[src/rtl/wb_write_port_if.sv]
// wb_write_port_if: ALU and multi-cycle result inputs plus the registered register-file write stream
interface wb_write_port_if;
  logic        alu_we;
  logic [4:0]  alu_wn;
  logic [31:0] alu_d;
  logic        mu_valid;
  logic        mu_ready;
  logic [4:0]  mu_wn;
  logic [31:0] mu_d;
  logic        we;
  logic [4:0]  wn;
  logic [31:0] d;
  modport master(output alu_we, alu_wn, alu_d, mu_valid, mu_wn, mu_d, input mu_ready, we, wn, d);
  modport slave(input alu_we, alu_wn, alu_d, mu_valid, mu_wn, mu_d, output mu_ready, we, wn, d);
endinterface

[src/rtl/wb_write_port.sv]
// wb_write_port: merges ALU write-back (priority) with a FIFO of multi-cycle results into one write port.
// Define WB_FWD_EN to build the decode-stage forwarding lookup; otherwise the fwd_* outputs are tied 0.
module wb_write_port #(
  parameter int DEPTH = 4,
  localparam int AW = $clog2(DEPTH),
  localparam int CW = $clog2(DEPTH + 1)
) (
  input  logic             clk,
  input  logic             clrn,
  wb_write_port_if.slave   b,
  input  logic [4:0]       rna,
  input  logic [4:0]       rnb,
  output logic             fwd_hit_a,
  output logic             fwd_hit_b,
  output logic [31:0]      fwd_a,
  output logic [31:0]      fwd_b,
  output logic [CW-1:0]    count
);
  logic [AW-1:0] head, tail;
  logic [DEPTH-1:0] vld;
  logic [4:0] fwn [DEPTH];
  logic [31:0] fd [DEPTH];
  logic alu_acc, push, pop;
  assign alu_acc = b.alu_we && b.alu_wn != 5'd0;
  assign b.mu_ready = count < CW'(DEPTH);
  assign pop = !alu_acc && count != '0;
  assign push = b.mu_valid && b.mu_ready && b.mu_wn != 5'd0;
  always_ff @(posedge clk or negedge clrn)
    if (!clrn) begin
      head <= '0;
      tail <= '0;
      count <= '0;
      vld <= '0;
      b.we <= 1'b0;
      b.wn <= 5'd0;
      b.d <= 32'd0;
    end else begin
      head <= head + AW'(pop);
      tail <= tail + AW'(push);
      count <= count + CW'(push) - CW'(pop);
      // older entries to the same register are superseded; the new push is younger and survives
      for (int i = 0; i < DEPTH; i++)
        if (alu_acc && fwn[i] == b.alu_wn) vld[i] <= 1'b0;
      if (push) vld[tail] <= 1'b1;
      b.we <= alu_acc || (pop && vld[head]);
      if (alu_acc) begin
        b.wn <= b.alu_wn;
        b.d <= b.alu_d;
      end else if (pop) begin
        b.wn <= fwn[head];
        b.d <= fd[head];
      end
    end
  always_ff @(posedge clk)
    if (push) begin
      fwn[tail] <= b.mu_wn;
      fd[tail] <= b.mu_d;
    end
`ifdef WB_FWD_EN
  logic [4:0] rn [2];
  logic [32:0] fw [2];
  logic [AW-1:0] idx;
  assign rn[0] = rna;
  assign rn[1] = rnb;
  // later assignments override earlier ones, so the walk runs from lowest to highest priority
  always_comb begin
    idx = '0;
    for (int p = 0; p < 2; p++) begin
      fw[p] = '0;
      if (rn[p] != 5'd0) begin
        if (b.we && b.wn == rn[p]) fw[p] = {1'b1, b.d};
        for (int k = 0; k < DEPTH; k++) begin
          idx = head + AW'(k);
          if (CW'(k) < count && vld[idx] && fwn[idx] == rn[p]) fw[p] = {1'b1, fd[idx]};
        end
        if (b.alu_we && b.alu_wn == rn[p]) fw[p] = {1'b1, b.alu_d};
      end
    end
  end
  assign {fwd_hit_a, fwd_a} = fw[0];
  assign {fwd_hit_b, fwd_b} = fw[1];
`else
  logic unused_rn;
  assign unused_rn = ^{rna, rnb};
  assign fwd_hit_a = 1'b0;
  assign fwd_hit_b = 1'b0;
  assign fwd_a = 32'd0;
  assign fwd_b = 32'd0;
`endif
endmodule

[src/flat_wrapper.sv]
// flat-port wrapper written by rule: the top's interface ports become plain ports
module wb_write_port_flat 
#(
  parameter int DEPTH = 4,
  localparam int AW = $clog2(DEPTH),
  localparam int CW = $clog2(DEPTH + 1)
)
  (clk, clrn, rna, rnb, fwd_hit_a, fwd_hit_b, fwd_a, fwd_b, count, b_alu_we, b_alu_wn, b_alu_d, b_mu_valid, b_mu_wn, b_mu_d, b_mu_ready, b_we, b_wn, b_d);
  wb_write_port_if b_i ();
  input  logic clk;
  input  logic clrn;
  input  logic [4:0] rna;
  input  logic [4:0] rnb;
  output logic fwd_hit_a;
  output logic fwd_hit_b;
  output logic [31:0] fwd_a;
  output logic [31:0] fwd_b;
  output logic [CW-1:0] count;
  input wire logic [$bits(b_i.alu_we)-1:0] b_alu_we;
  input wire logic [$bits(b_i.alu_wn)-1:0] b_alu_wn;
  input wire logic [$bits(b_i.alu_d)-1:0] b_alu_d;
  input wire logic [$bits(b_i.mu_valid)-1:0] b_mu_valid;
  input wire logic [$bits(b_i.mu_wn)-1:0] b_mu_wn;
  input wire logic [$bits(b_i.mu_d)-1:0] b_mu_d;
  output wire logic [$bits(b_i.mu_ready)-1:0] b_mu_ready;
  output wire logic [$bits(b_i.we)-1:0] b_we;
  output wire logic [$bits(b_i.wn)-1:0] b_wn;
  output wire logic [$bits(b_i.d)-1:0] b_d;
  assign b_i.alu_we = b_alu_we;
  assign b_i.alu_wn = b_alu_wn;
  assign b_i.alu_d = b_alu_d;
  assign b_i.mu_valid = b_mu_valid;
  assign b_i.mu_wn = b_mu_wn;
  assign b_i.mu_d = b_mu_d;
  assign b_mu_ready = b_i.mu_ready;
  assign b_we = b_i.we;
  assign b_wn = b_i.wn;
  assign b_d = b_i.d;
  wb_write_port #(.DEPTH(DEPTH)) u_core (.clk(clk), .clrn(clrn), .b(b_i), .rna(rna), .rnb(rnb), .fwd_hit_a(fwd_hit_a), .fwd_hit_b(fwd_hit_b), .fwd_a(fwd_a), .fwd_b(fwd_b), .count(count));
endmodule
[config.mk]
export PLATFORM = sky130hd
export DESIGN_NAME = wb_write_port_flat
export DESIGN_NICKNAME = d
export VERILOG_FILES = /design/src/rtl/wb_write_port_if.sv /design/src/rtl/wb_write_port.sv /design/src/flat_wrapper.sv
export SDC_FILE = /design/constraint.sdc
export NUM_CORES = 1
export LEC_CHECK = 0
export CELL_PAD_IN_SITES_DETAIL_PLACEMENT = 1
export CELL_PAD_IN_SITES_GLOBAL_PLACEMENT = 2
export CORE_MARGIN = 2
export CORE_UTILIZATION = 44
export DETAILED_ROUTE_END_ITERATION = 16
export DONT_BUFFER_PORTS = 1
export PLACE_DENSITY_LB_ADDON = 0.1
export SYNTH_ARGS = -nofsm -noshare
export SYNTH_HDL_FRONTEND = slang
export SYNTH_SLANG_ARGS = --single-unit
[constraint.sdc]
create_clock -name clk -period 4.85 [get_ports clk]
set_input_delay 0.97 -clock clk [delete_from_list [all_inputs] [get_ports clk]]
set_output_delay 0.97 -clock clk [all_outputs]
set_load 0.02 [all_outputs]
==> reports/metrics.csv, run 1 <==
stage,metric,value,unit
clocking,Clock Pin Slew Worst Setup and Hold Paths,0.08,ns
sta,Final Hold Viols,0,
sta,minimum period implied by the final worst setup slack,2.679,ns
clocking,count of buffers added by post-CTS timing repair for setup,0,
routing,antenna violation net count after detailed routing,0,
grt,pin count of the biggest net entering global routing,80,
run_status,outcome,"finished, final reports clean",
worst_setup_path,CP Launch Type,primary input,
grt,wire length of the first global-routing pass,25140,um
routing,total vias in the final route,3910,
power,Peak supply drop,0.0003024,V
clocking,CTS H-tree lvls,4,
die,I/O pin count,196,
sta,setup repair after global routing missed its margin,no,
finish,register cell area after layout,5673,um^2
finish,NumNets Final,591,
sta,worst clock skew,0.01345,ns
die,vertical extent of the die,141.6,um
grt,antenna violations before repair,0,
routing,wire length per cell,22.07,um
worst_setup_path,crit path kind,primary input to flop,
run,Max-cap violations,0,
die,initial core utilization,44.70,%
worst_setup_path,Worst setup EP type,flop,
synthesis,cell count after synthesis,497,
die,Site Rows,50,
routing,iteration count of the initial detailed-routing pass,4,
sta,tightest slew margin relative to the limit,26.78,%
die,DIE AREA,20050,um^2
grt,gr usage total,17.28,%
synthesis,Synth Warn #,0,
worst_setup_path,slowest stage cell on the critical path,sky130_fd_sc_hd__or4_4,
synthesis,number of synthesized register bits,197,
worst_setup_path,setup slack of the worst register-to-register path,2.18,ns
power,total power draw,5.133,mW
finish,fill cell instance count of the final layout,1808,
clocking,insertion delay of the later-clocked pin in the worst-skew pair,0.44,ns
synthesis,synthesized area per cell,16.77,um^2
clocking,clk buf depth,2,
synthesis,portion of the post-synthesis area used by sequential elements,68.05,%
clocking,CTS Sinks,197,
worst_setup_path,delay of the slowest cell on the worst path,0.53,ns
sta,worst hold-check slack,0.2248,ns
die,width of the chip,141.6,um
clocking,CTS root buffer,sky130_fd_sc_hd__clkbuf_16,
placement,Port Buffers,0,
worst_setup_path,maximum fanout count along the critical path,6,
sta,total of endpoints with negative setup slack in the final report,0,
routing,mean number of vias per cell,5.248,
grt,vias in the first global route,4186,
power,leakage power total,3.096,nW
sta,number of pins with negative max-slew slack in the final report,0,
sta,maximum frequency from static timing analysis,373.2,MHz
sta,post-route fraction of the period consumed by the critical path,55.25,%
sta,total negative slack,0,ns
finish,ratio of cells with drive above 1 in the final layout,16.83,%
worst_setup_path,crit path cell chain,or4_4 > o21ai_4 > nor2b_1 > ha_1 > inv_1 > ha_1 > inv_1 > fa_1 > xnor2_1 > xnor2_1,
synthesis,netlist area before placement,8333,um^2
clocking,TritonCTS buffer count,17,
synthesis,number of library cell types mapped by synthesis,32,
routing,DRC violation total after the first TritonRoute iteration,162,
sta,worst slew pin tran,1.098,ns
min_path,Tightest Hold Check Type,primary input to async pin,
finish,area of the multi-input gates,2271,um^2
routing,DRC violation count after routing,0,
power,PD cells,576.3,nW/um^2
die,floorplan core area,18640,um^2
clocking,hold buffer count at CTS,0,
grt,grt total ovfl,0,
worst_setup_path,data arrival time of the worst path,2.98,ns
placement,placed wire-length estimate after detailed placement,10260,um
clocking,CTS tree,yes,
worst_setup_path,worst path required time,5.15,ns
routing,final routed wirelength across all metal layers,16440,um
clocking,CTS-repair resized insts,0,
finish,area added between synthesis and finish,6.892,%
finish,count of antenna diodes in the layout,0,
placement,last weighted congestion value of the routability-driven placer,0.7522,
[routing by layer]
layer	GRT usage, %	part of all wire [%]	routed length (um)	vias up
met2	29.51	52	8569	141
li1	-	-	-	1734
met5	0	0	0	-
met3	4.995	6.3	1042	21
met1	21.28	40	6592	2014
met4	5.684	1.5	239	0
[worst max-delay path: cells and delay by family]
kind,cells,cell delay (ns)
AO/OA/AOI/OAI,1,0.15
XOR/XNOR,2,0.28
adder cells (fa/ha/maj),3,0.75
buffers and inverters,2,0.11
AND/OR/NAND/NOR,2,0.73
[cells by family (layout without fill, tap and decap cells)]
| kind of cell | count (synthesis) | after routing | synth area share, % |
|---|---|---|---|
| DFF | 197 | 197 | 68.05 |
| muxes | 73 | 73 | 14.47 |
| AOI/OAI and AO/OA | 47 | 47 | 3.288 |
| other | 1 | 66 | 0.04500 |
| adders and majority gates | 5 | 5 | 0.8409 |
| and+or+nand+nor | 53 | 53 | 2.898 |
| xor gates and xnor gates | 24 | 24 | 2.523 |
| buffers and inverters | 97 | 46 | 7.883 |
[layout by cell type (no fill, tap or decap), drive strengths merged]
cell      count
a21oi        35
a32oi         2
and3          1
and3b         1
buf           8
bufinv        1
clkbuf       17
clkinv        5
clkinvlp      1
conb         66
dfrtp        49
edfxtp      148
fa            1
ha            4
inv          14
mux2i        35
mux4         38
nand2         3
nand2b        3
nand3         4
nor2         36
nor2b         1
nor3          1
nor3b         1
o21ai         5
o311a         1
o41ai         4
or3           1
or4           1
xnor2        14
xor2         10
[Yosys cell counts, drive strengths merged]
| cell | count | area [um^2] |
|---|---|---|
| o41ai | 4 | 35.03 |
| nor2 | 36 | 135.1 |
| inv | 6 | 22.52 |
| buf | 81 | 596.8 |
| conb | 1 | 3.750 |
| or3 | 1 | 6.260 |
| nor2b | 1 | 6.260 |
| edfxtp | 148 | 4444 |
| nor3b | 1 | 7.510 |
| dfrtp | 49 | 1226 |
| nand2 | 3 | 11.26 |
| and3b | 1 | 8.760 |
| mux4 | 38 | 855.8 |
| a21oi | 35 | 175.2 |
| clkbuf | 10 | 37.54 |
| o311a | 1 | 10.01 |
| ha | 4 | 50.05 |
| xnor2 | 14 | 122.6 |
| a32oi | 2 | 17.52 |
| xor2 | 10 | 87.58 |
| mux2i | 35 | 350.3 |
| nor3 | 1 | 10.01 |
| o21ai | 5 | 36.28 |
| fa | 1 | 20.02 |
| or4 | 1 | 11.26 |
| and3 | 1 | 6.260 |
| nand3 | 4 | 20.02 |
| nand2b | 3 | 18.77 |
[sequential cells by signal (all words and copies together) (netlist names)]
register	cells
u_core.fd	128
u_core.b.d	32
u_core.fwn	20
u_core.b.wn	5
u_core.vld	4
u_core.count	3
u_core.head	2
u_core.tail	2
u_core.b.we	1
[area by class of cell]
| cell class | instances | area share (%) |
|---|---|---|
| clock buffers | 17 | 4.776 |
| clock inverters | 15 | 1.826 |
| inverters | 6 | 0.2528 |
| multi-input cells | 268 | 25.50 |
| flip-flops and latches | 197 | 63.69 |
| well taps | 234 | 3.287 |
| repair buffers | 8 | 0.6743 |
[through the flow]
step,std cells,setup WS [ns],cell area [um^2],utilization (%)
4_1_cts,745,2.114,8907,47.78
2_1_floorplan,562,0.2801,8577,-
3_3_place_gp,713,1.721,8319,44.62
3_5_place_dp,713,1.701,8319,44.62
5_1_grt,745,2.033,8907,47.78
6_report,745,2.171,8907,47.78
[report_power, final]
| group | switching, mW | internal, mW |
|---|---|---|
| clock | 0.663 | 0.732 |
| sequential | 0.482 | 2.16 |
| combinational | 0.518 | 0.577 |
| total | 1.66 | 3.47 |
[worst paths after layout]
path,startpoint,to,cells after the start
setup / recovery,b_alu_wn[1],u_core.count[2],10
hold / removal,clrn,u_core.b.d[29],0
setup reg to reg,u_core.count[2],u_core.fd[2][24],5
hold reg to reg,u_core.vld[2],u_core.vld[2],2
max in group asynchronous,clrn,u_core.head[0],0
min in group clk,u_core.vld[2],u_core.vld[2],2
(Power assumes the default switching activity.)
==> run 2: changes to the inputs <==
CORE_UTILIZATION = 40   (was 44)
clock period = 2.3 ns   (was 4.85 ns; I/O delays follow)
==> reports/metrics.csv, run 2 (same netlist as run 1, synthesis figures left out) <==
stage,metric,value,unit
sta,worst slew pin tran,0.8689,ns
min_path,Hold Path Origin,b_mu_d[19],
sta,Final Hold Viols,0,
min_path,Min-Delay Endpoint,u_core.fd[1][19],
worst_setup_path,Worst R2R Path Depth,5,
finish,utilization after layout,44.94,%
sta,worst hold-check slack,0.1169,ns
die,I/O pin count,196,
finish,register containing the most flip-flops in the final layout,u_core.fd,
grt,grt total ovfl,0,
clocking,count of buffers added by post-CTS timing repair for setup,0,
sta,number of pins with negative max-slew slack in the final report,0,
sta,tightest slew margin relative to the limit,42.07,%
die,DIE AREA,22000,um^2
grt,gr usage total,16.57,%
run_status,outcome,"finished, final reports clean",
routing,DRC violation total after the first TritonRoute iteration,163,
sta,post-route fraction of the period consumed by the critical path,92.07,%
finish,"most common cell after layout, fill and taps aside",sky130_fd_sc_hd__edfxtp_1,
die,floorplan core area,20360,um^2
sta,setup repair after global routing missed its margin,no,
die,width of the chip,148.3,um
worst_setup_path,delay of the slowest cell on the worst path,0.54,ns
finish,cell area after layout,9151,um^2
finish,Layout Cells excl Fill,795,
die,vertical extent of the die,148.3,um
placement,placed cell count,761,
routing,mean number of vias per cell,4.974,
worst_setup_path,Worst setup EP type,flop,
worst_setup_path,destination of the worst register-to-register timing path,u_core.fd[2][6],
placement,Placement Cell Area,8543,um^2
placement,Port Buffers,0,
grt,pin count of the biggest net entering global routing,80,
min_path,Tightest Hold Check Type,primary input to flop,
power,leakage power total,3.189,nW
finish,registers with the most flip-flops,"u_core.fd: 128 flops, u_core.b.d: 32 flops, u_core.fwn: 20 flops",
finish,most used cells in the layout excluding fill and tap cells,"sky130_fd_sc_hd__edfxtp_1, sky130_fd_sc_hd__conb_1, sky130_fd_sc_hd__dfrtp_1",
routing,iteration count of the initial detailed-routing pass,4,
clocking,TritonCTS buffer count,17,
clocking,CTS H-tree lvls,4,
routing,DRC violation count after routing,0,
clocking,insertion delay of the later-clocked pin in the worst-skew pair,0.43,ns
power,PD cells,1213,nW/um^2
die,initial core utilization,40.92,%
worst_setup_path,startpoint of the worst register-to-register path,u_core.count[2],
clocking,CTS tree,yes,
clocking,CTS root buffer,sky130_fd_sc_hd__clkbuf_16,
worst_setup_path,crit path cell chain,or4_4 > o21ai_4 > nor2b_4 > ha_1 > inv_1 > ha_1 > inv_1 > fa_2 > xnor2_2 > xnor2_1,
worst_setup_path,CP Launch Type,primary input,
finish,count of antenna diodes in the layout,0,
routing,wire length per cell,21.82,um
sta,minimum period implied by the final worst setup slack,2.118,ns
sta,worst clock skew,0.01221,ns
run,Max-cap violations,0,
finish,area added between synthesis and finish,9.820,%
worst_setup_path,setup slack of the worst register-to-register path,0.22,ns
routing,total vias in the final route,3954,
min_path,number of cells on the worst hold path,0,
clocking,Clock Pin Slew Worst Setup and Hold Paths,0.08,ns
power,Peak supply drop,0.0005246,V
routing,final routed wirelength across all metal layers,17350,um
die,Site Rows,52,
sta,maximum frequency from static timing analysis,472.2,MHz
power,total power draw,11.10,mW
finish,number of flip-flops in the largest register,128,
finish,fill cell instance count of the final layout,1956,
placement,last weighted congestion value of the routability-driven placer,0.7008,
clocking,CTS Sinks,197,
grt,vias in the first global route,4313,
worst_setup_path,maximum fanout count along the critical path,6,
sta,total of endpoints with negative setup slack in the final report,0,
worst_setup_path,data arrival time of the worst path,2.43,ns
grt,antenna violations before repair,0,
grt,wire length of the first global-routing pass,26540,um
worst_setup_path,worst path required time,2.61,ns
finish,ratio of cells with drive above 1 in the final layout,20.00,%
worst_setup_path,slowest stage cell on the critical path,sky130_fd_sc_hd__or4_4,
worst_setup_path,crit path kind,primary input to flop,
placement,placed wire-length estimate after detailed placement,11090,um
finish,NumNets Final,605,
clocking,clk buf depth,2,
routing,antenna violation net count after detailed routing,0,
[run 2: area by class of cell]
type,instances,area [um^2],share of cell area (%)
Clock buffer,18,429.2,4.690
Clock inverter,14,141.4,1.545
Inverter,6,22.52,0.2461
Multi-Input combinational cell,268,2306,25.20
Sequential cell,197,5677,62.03
Tap cell,270,337.8,3.692
Timing Repair Buffer,22,237.7,2.598
[run 2: worst max path at each step]
stage / start / end / slack (ns) / depth (start not counted)
after floorplan: b_alu_wn[2] / u_core.count[2] / -0.51 / 12
after global placement: b_alu_wn[2] / u_core.count[2] / -0.24 / 10
after detailed placement: b_alu_wn[2] / u_core.count[2] / -0.28 / 10
after CTS: u_core.count[2] / u_core.fwn[2][1] / 0.14 / 5
after global routing: u_core.count[2] / u_core.fd[2][6] / 0.06 / 5
final: b_alu_wn[2] / u_core.count[2] / 0.18 / 10
[run 2: metal layers]
layer | GRT usage [%] | share of wire [%]
met4 | 4.286 | 0.89
met3 | 5.123 | 6.4
met2 | 28.24 | 52
met5 | 0 | 0
met1 | 20.69 | 41
[run 2: power by group]
part           switching (mW)  internal, mW
Clock                    1.39          1.53
Sequential              0.728          4.57
Combinational            1.49          1.39
Total                    3.61          7.49
[run 2: worst max-delay path: cells and delay by family]
family	cells	cell delay [ns]
compound gates	1	0.17
xor+xnor	2	0.27
fa+ha+maj	3	0.71
buf+inv	2	0.11
simple gates	2	0.70
[run 2: metrics by stage]
stage | setup slack (ns) | setup TNS (ns)
global placement | -0.2363 | -0.3927
detailed placement | -0.2828 | -0.4792
global route | 0.06272 | 0
finish | 0.1824 | 0
floorplan | -0.5085 | -0.9299
CTS | 0.1412 | 0
[run 2: repair_timing]
item                                   in CTS  in global routing
hold buffers                                2                  0
endpoints found under the hold margin      49                  0
gates resized for setup                     0                  0
